--- config.mk ---
export PLATFORM = sky130hd
export DESIGN_NAME = spi_responder
export DESIGN_NICKNAME = d
export VERILOG_FILES = /design/src/rtl/spi_responder_pkg.sv /design/src/rtl/spi_responder_sync_edge.sv /design/src/rtl/spi_responder.sv
export SDC_FILE = /design/constraint.sdc
export NUM_CORES = 1
export LEC_CHECK = 0
export BUFFER_PORTS_ARGS = -buffer_cell sky130_fd_sc_hd__buf_2
export CAP_MARGIN = 20
export CORE_MARGIN = 3
export CORE_UTILIZATION = 55
export CTS_CLUSTER_SIZE = 20
export DETAILED_ROUTE_END_ITERATION = 12
export MAX_ROUTING_LAYER = met4
export PLACE_DENSITY = 0.79
export SLEW_MARGIN = 30
export SYNTH_ARGS = -nofsm -noshare
export SYNTH_HDL_FRONTEND = slang
export SYNTH_SLANG_ARGS = --single-unit
export TNS_END_PERCENT = 20
--- constraint.sdc ---
create_clock -name clk -period 2.2 [get_ports clk]
set_input_delay 0.44 -clock clk [delete_from_list [all_inputs] [get_ports clk]]
set_output_delay 0.44 -clock clk [all_outputs]
set_load 0.005 [all_outputs]
--- src/rtl/spi_responder_pkg.sv ---
// Shared types and constants for the SPI responder.
package spi_responder_pkg;

  typedef logic [2:0] bit_cnt_t;

  localparam bit_cnt_t FIRST_BIT = 3'd0;
  localparam bit_cnt_t LAST_BIT  = 3'd7;

endpackage

--- src/rtl/spi_responder_sync_edge.sv ---
// N-flop synchronizer with one history flop for rise/fall detection.
module spi_sync_edge #(
  parameter int   N       = 2,
  parameter logic RST_VAL = 1'b0
) (
  input  logic clk,
  input  logic resetq,
  input  logic din,
  output logic dout,
  output logic rise,
  output logic fall
);

  logic [N-1:0] chain;
  logic         hist;

  always_ff @(posedge clk or negedge resetq) begin
    if (!resetq) begin
      chain <= {N{RST_VAL}};
      hist  <= RST_VAL;
    end else begin
      chain <= {chain[N-2:0], din};
      hist  <= chain[N-1];
    end
  end

  assign dout = chain[N-1];
  assign rise = dout & ~hist;
  assign fall = ~dout & hist;

endmodule

--- src/rtl/spi_responder.sv ---
// SPI mode-0 responder: bytes in via rx_data/valid/rd, replies queued via wr/tx_data.
module spi_responder
  import spi_responder_pkg::*;
#(
  parameter logic [7:0] FILL = 8'hFF,
  parameter int         SYNC = 2
) (
  input  logic       clk,
  input  logic       resetq,
  input  logic       sck,
  input  logic       mosi,
  input  logic       cs_n,
  output logic       miso,
  output logic       miso_oe,
  input  logic       rd,
  input  logic       wr,
  input  logic [7:0] tx_data,
  output logic [7:0] rx_data,
  output logic       valid,
  output logic       tx_full,
  output logic       overrun,
  output logic       active
);

  logic            sck_s, sck_rise, sck_fall;
  logic            cs_s, cs_rise, cs_fall;
  logic [SYNC-1:0] mosi_chain;
  logic            mosi_s;

  bit_cnt_t   bit_cnt;
  logic [6:0] rx_shift;
  logic [7:0] tx_shift;
  logic [7:0] tx_hold;

  logic sck_ok, byte_done, load, shift;

  spi_sync_edge #(.N(SYNC), .RST_VAL(1'b0)) u_sck (
    .clk(clk), .resetq(resetq), .din(sck),
    .dout(sck_s), .rise(sck_rise), .fall(sck_fall)
  );

  spi_sync_edge #(.N(SYNC), .RST_VAL(1'b1)) u_cs (
    .clk(clk), .resetq(resetq), .din(cs_n),
    .dout(cs_s), .rise(cs_rise), .fall(cs_fall)
  );

  // mosi only needs the same delay as sck so data stays aligned with its edge
  always_ff @(posedge clk or negedge resetq) begin
    if (!resetq) mosi_chain <= '0;
    else         mosi_chain <= {mosi_chain[SYNC-2:0], mosi};
  end
  assign mosi_s = mosi_chain[SYNC-1];

  // A CS rise wins over an SCK edge seen in the same cycle
  always_comb begin
    sck_ok    = active & ~cs_rise;
    byte_done = sck_ok & sck_rise & (bit_cnt == LAST_BIT);
    load      = cs_fall | (sck_ok & sck_fall & (bit_cnt == FIRST_BIT));
    shift     = sck_ok & sck_fall & (bit_cnt != FIRST_BIT);
  end

  always_ff @(posedge clk or negedge resetq) begin
    if (!resetq) begin
      active   <= 1'b0;
      bit_cnt  <= FIRST_BIT;
      rx_shift <= '0;
      tx_shift <= '0;
      tx_hold  <= '0;
      tx_full  <= 1'b0;
      rx_data  <= '0;
      valid    <= 1'b0;
      overrun  <= 1'b0;
    end else begin
      if (cs_fall) begin
        active  <= 1'b1;
        bit_cnt <= FIRST_BIT;
      end else if (cs_rise) begin
        active  <= 1'b0;
        bit_cnt <= FIRST_BIT;
      end else if (sck_ok && sck_rise) begin
        rx_shift <= {rx_shift[5:0], mosi_s};
        bit_cnt  <= bit_cnt + 3'd1;
      end

      if (load) begin
        tx_shift <= tx_full ? tx_hold : FILL;
        if (tx_full) tx_full <= 1'b0;
      end else if (shift) begin
        tx_shift <= {tx_shift[6:0], 1'b0};
      end

      // Placed after the load so a coincident wr leaves the new byte queued
      if (wr) begin
        tx_hold <= tx_data;
        tx_full <= 1'b1;
      end

      if (byte_done) begin
        rx_data <= {rx_shift, mosi_s};
        valid   <= 1'b1;
        if (valid && !rd) overrun <= 1'b1;
      end else if (rd) begin
        valid   <= 1'b0;
        overrun <= 1'b0;
      end
    end
  end

  assign miso    = tx_shift[7];
  assign miso_oe = active;

  logic unused_sync;
  assign unused_sync = sck_s ^ cs_s;

endmodule

Yosys cells after proc, flatten, opt, wreduce, memory -nomap -nowiden

Index checks and enable logic that the tools add are counted.

Add/subtract/negate cells: 1
Equality and inequality tests: 2
Multiplexer cells: 14
Bitwise operators: 17
Reductions and logical operators: 12

Operators by type and width:

| cell                                                             | count |
|---|---|
| 8-bit two-way mux                                                | 3 |
| 1-bit AND                                                        | 10 |
| 3-bit two-way mux                                                | 3 |
| 1-bit two-way mux                                                | 8 |
| 2-bit nonzero test                                               | 4 |
| 1-bit inverter                                                   | 6 |
| 3-bit nonzero test                                               | 2 |
| 3-bit by 1-bit adder with 3-bit output (second input constant)   | 1 |
| 3-bit == test (second input constant)                            | 1 |
| 3-bit zero test                                                  | 1 |
| 3-bit AND reduction                                              | 1 |
| 1-bit logical AND                                                | 2 |
| 2-bit by 1-bit != test with 1-bit output (second input constant) | 1 |
| 2-bit AND reduction                                              | 1 |
| 1-bit zero test                                                  | 1 |
| 1-bit OR                                                         | 1 |

Register bits: 46
Output and inout bits: 14

Logic depth before layout (Yosys ltp)

Depth in word-level cells: 9
Mapped depth: 7
Mapped depth without buffers: 5

By module

Synthesis repeated with hierarchy kept, for this count alone.

Cells, all modules: 148
Area, all modules: 1963.1 um2

By module, submodules not included:

| module                | instances | cells an instance | area each (um2) | sequential area each (um2) |
|---|---|---|---|---|
| spi_responder         | 1         | 138               | 1779.2          | 1001.0 |
| spi_sync_edge (u_cs)  | 1         | 5                 | 93.8            | 78.8 |
| spi_sync_edge (u_sck) | 1         | 5                 | 90.1            | 75.1 |

Least setup slack after synthesis

Ideal clock, no wire load.

Path type: register to register
From: register u_cs.hist
To: register tx_shift[0]
Library setup time: 0.125 ns
Arrival: 1.609 ns
Data required time: 2.075 ns
Path slack: 0.466 ns
Cell stages (with the launch flop): 8
Buffers on the path: 2
Cell sequence: dfstp_2 > inv_1 > ha_1 > nand4bb_1 > buf_6 > and2_4 > buf_6 > mux2_4

Cells in the longest elaborated chain, start to end: 8
Elaborated cells between the ends (all ways): 11
Those cells by class: 1 x mux; 9 x bitwise; 1 x reduce/logical

RTL lines:

| element                                                        | RTL line                                 | RTL |
|---|---|---|
| start: declaration                                             | spi_responder_sync_edge.sv:15            | `logic hist;` |
| start signal: assignment                                       | spi_responder_sync_edge.sv:23            | `hist <= chain[N-1];` |
| 1-bit inverter                                                 | spi_responder_sync_edge.sv:28            | `assign rise = dout & ~hist;` |
| 1-bit AND                                                      | spi_responder_sync_edge.sv:28            |  |
| 1-bit inverter (no source line)                                | n/a                                      |  |
| 1-bit AND                                                      | spi_responder.sv:56                      | `sck_ok = active & ~cs_rise;` |
| 1-bit AND                                                      | spi_responder.sv:58, spi_responder.sv:59 |  |
| 1-bit AND                                                      | spi_responder.sv:58                      | `load = cs_fall \| (sck_ok & sck_fall & (bit_cnt == FIRST_BIT));` |
| 1-bit OR                                                       | spi_responder.sv:58                      |  |
| 8-bit two-way mux / 2-bit nonzero test (equally long branches) | n/a                                      |  |
| end signal: assignment                                         | spi_responder.sv:86                      | `tx_shift <= tx_full ? tx_hold : FILL;` |
| end signal: assignment                                         | spi_responder.sv:89                      | `tx_shift <= {tx_shift[6:0], 1'b0};` |
| end: declaration                                               | spi_responder.sv:32                      | `logic [7:0] tx_shift;` |

Several ways; a longest one is shown, not always the timed one.
A chain may end at the register's enable or synchronous reset.

Worst setup path in the final report

From: register u_cs.chain[1]
To: register tx_shift[0]

Elaborated cells between the ends (all ways): 11
Those cells by class: 1 x mux; 9 x bitwise; 1 x reduce/logical

RTL lines:

| element                                                        | RTL line                      | RTL |
|---|---|---|
| start: declaration                                             | spi_responder_sync_edge.sv:14 | `logic [N-1:0] chain;` |
| start signal: assignment                                       | spi_responder_sync_edge.sv:19 | `chain <= {N{RST_VAL}};` |
| start signal: assignment                                       | spi_responder_sync_edge.sv:22 | `chain <= {chain[N-2:0], din};` |
| 1-bit inverter (*)                                             | spi_responder_sync_edge.sv:29 | `assign fall = ~dout & hist;` |
| 1-bit AND (*)                                                  | spi_responder_sync_edge.sv:29 |  |
| named net cs_fall                                              | spi_responder.sv:26           | `logic cs_s, cs_rise, cs_fall;` |
| 1-bit OR (*)                                                   | spi_responder.sv:58           |  |
| 8-bit two-way mux / 2-bit nonzero test (equally long branches) | n/a                           |  |

The timed path passes the listed nets; every way through them passes the cells marked *.

==> results by group <==
Worst setup path
  • Flop-to-flop setup slack: 340 ps
  • R2r endpoint: tx_shift[0]
  • Critical path endpoint category: flip-flop
  • R2R cell count: 5
  • Worst r2r src: u_cs.chain[1]
  • CP Data Arrival Time: roughly 2100 ps
  • Required @ worst endpoint: 2450 ps
  • Crit-path max FO: 18
  • Worst setup path startpoint: u_cs.chain[1]
  • WS Path Type: flip-flop to flip-flop
  • CP Launch Type: flip-flop

Final layout
  • Share of cells above drive strength 1: 0.398
  • Synth-to-Final Area Change: 12.9%
  • Core Util, Final: 0.652
  • Nets: 200
  • Fillers: 261
  • Commonest cells after routing, fill and taps aside: 43 x dfrtp_1, 28 x buf_2, 24 x mux2_2, 10 x nand2b_1
  • N_diodes: 0
  • Most common cell after layout, fill and taps aside: dfrtp_1

Worst hold path
  • Hold path startpoint: cs_n
  • Hold/Removal Path Class: input pin to flip-flop
  • Worst Hold Path Cells: 1
  • Hold EP: u_cs.chain[0]

CTS
  • Clock Tree Root: clkbuf_4
  • Max H-tree Level: 2
  • CTS Buf Count: 5
  • Reg clk slew, reported paths: 130 ps
  • Clk sinks: 46
  • Post-CTS Setup Bufs: 0
  • CTS tree: yes
  • Clk_lat worst skew: 350 ps
  • Maximum clock path buffer count: 2

Floorplan
  • I/O pin cnt: 29
  • Vert. Die Dim: 65.6 um
  • Die area: around 4300 um^2
  • Rows: 21
  • Initial Util: 0.577
  • Die width: between 60 and 70 um
  • CORE AREA: 3390 um^2

Yosys
  • Register area share after synthesis: 0.591
  • Post-Synthesis Cells: 148
  • Cell variety after synth: 28
  • Mapped cell area: 1960 um^2
  • Yosys reg bits: 46
  • Net count after synthesis: 168
  • Synth Warn #: 0
  • Synthesized area per cell: 13.2 um^2

GRT
  • First-pass GRT wire length: 5830 um
  • Grt total ovfl: 0
  • Vias in the first global route: roughly 1,200
  • All-Layer GR Usage: 0.186
  • Initial antenna violation count: 0
  • Largest net degree at the start of global routing: 19

Timing
  • Worst slew margin: 0.677
  • RSZ-0062 raised after global routing: false
  • Tmin final: about 1900 ps
  • Setup violations, final: 0
  • Worst-Margin Slew: 485 ps
  • Max frequency: 0.538 GHz
  • Clock Skews: 8.48 ps
  • Final Max Slew Viols: 0
  • Final Hold Fails: 0
  • Setup tns final: 0 ps
  • Period utilisation layout: 0.844

Routing
  • Wire length on met3: between 150 and 200 um
  • DRT Pass-1 Iters: 4
  • Drc violations: 0
  • Iteration-0 DRC Markers: 57
  • DR WL met2: around 1600 um
  • Metal-1 WL: roughly 1500 um
  • Wire per inst: 14.3 um
  • Vias post-DR: 1,211
  • Overall routed net length: 3250 um
  • Routed vias/inst: 5.33
  • DRT antenna net count: 0
  • Top Metal Used: met4

Placement
  • Number of port buffers: 28
  • Placer Congestion: roughly 0.8
  • DP HPWL: 2390 um

Power
  • Leakage: around 1.1 nW
  • Pwr dens: roughly 900 nW/um^2
  • Peak supply drop: approximately 0.48 mV

Run
  • Maxcap violations: 0

Status
  • Status: complete, no violations
-- registers in the layout, summed over array words and instances, names as in the netlist --
register     flops
overrun          1
tx_hold          8
u_sck.hist       1
rx_shift         7
u_sck.chain      2
rx_data          8
active           1
u_cs.hist        1
u_cs.chain       2
bit_cnt          3
valid            1
mosi_chain       2
tx_full          1
tx_shift         8
-- power by group --
group	leakage, nW	switching, mW	total (mW)	internal (mW)
Combinational	0.470	0.212	0.419	0.208
Clock	0.0450	0.265	0.501	0.236
Sequential	0.578	0.0849	1.06	0.976
Total	1.09	0.562	1.98	1.42
-- how the worst max path moves through the flow --
stage	endpoint	slack [ps]	cells past startpoint
floorplan	tx_shift[0]	470	7
global placement	tx_shift[0]	440	5
detailed placement	tx_shift[0]	370	5
CTS	tx_shift[0]	350	5
global route	tx_shift[0]	230	5
finish	tx_shift[0]	340	5
-- kinds of logic after synthesis --
| group | count (synthesis) | share of synthesized area |
|---|---|---|
| adder cells (fa/ha/maj) | 5 | 0.0320 |
| AO/OA/AOI/OAI | 20 | 0.0621 |
| flip-flops | 46 | 0.591 |
| multiplexers | 27 | 0.156 |
| AND/OR/NAND/NOR | 36 | 0.118 |
| buffers and inverters | 14 | 0.0416 |
-- synth_stat cells --
cell type	number	area [um^2]
nand2_1	3	11.3
and2_4	1	8.76
buf_6	2	22.5
o211ai_1	1	7.51
buf_4	1	7.51
nand4bb_1	1	11.3
a21oi_1	8	40.0
nand2b_1	10	62.6
mux2_2	24	270
dfstp_2	3	78.8
and4bb_4	1	16.3
o31ai_1	7	52.6
ha_1	5	62.6
nand2_2	2	12.5
nor2_1	1	3.75
mux2_4	1	15.0
dfrtp_1	43	1080
nor3b_1	7	52.6
o21ai_0	3	15.0
nor2b_1	1	6.26
inv_1	6	22.5
clkbuf_1	3	11.3
mux2i_1	2	20.0
nor3_1	1	5.00
clkbuf_8	1	13.8
a31oi_1	1	6.26
nand3_1	8	40.0
inv_2	1	3.75
-- per-layer routing --
layer	global-route usage	vias to the layer above
met1	0.246	600
li1	-	579
met4	0.0699	0
met3	0.0564	4
met5	-	-
met2	0.272	28
-- cell type report --
class,instances,area [um^2],share of cell area
clock buffer,5,37.5,0.0170
clock inverter,3,40.0,0.0181
inverter,7,26.3,0.0119
multi-input combinational,88,719,0.326
sequential,46,1150,0.523
tap,46,57.6,0.0261
timing repair buffer,32,173,0.0782
-- through the flow --
step | power (mW) | hold WS, ps | cell area [um^2] | setup slack, ps | instances
6_report | 1.98 | 171 | 2210 | 342 | 227
5_1_grt | 2.12 | 143 | 2210 | 230 | 227
4_1_cts | 2.00 | 160 | 2210 | 346 | 227
3_5_place_dp | 1.50 | 346 | 2120 | 365 | 218
3_3_place_gp | 1.47 | 334 | 2120 | 445 | 218
2_1_floorplan | 1.38 | 144 | 1960 | 466 | 148
-- worst max-delay path, cell delays in order (launching register included) --
cell     delay (ps)
dfstp_2         570
inv_1            50
ha_1            320
inv_2           270
and2_4          250
mux2_4          300
-- repair_timing --
| action | in CTS | in global routing |
|---|---|---|
| endpoints found under the setup margin | 0 | 0 |
| hold endpoints to repair | 16 | 0 |
| hold buffers | 1 | 0 |
| gates resized for setup | 0 | 0 |
Note: power is estimated with default switching activity, not from simulation.
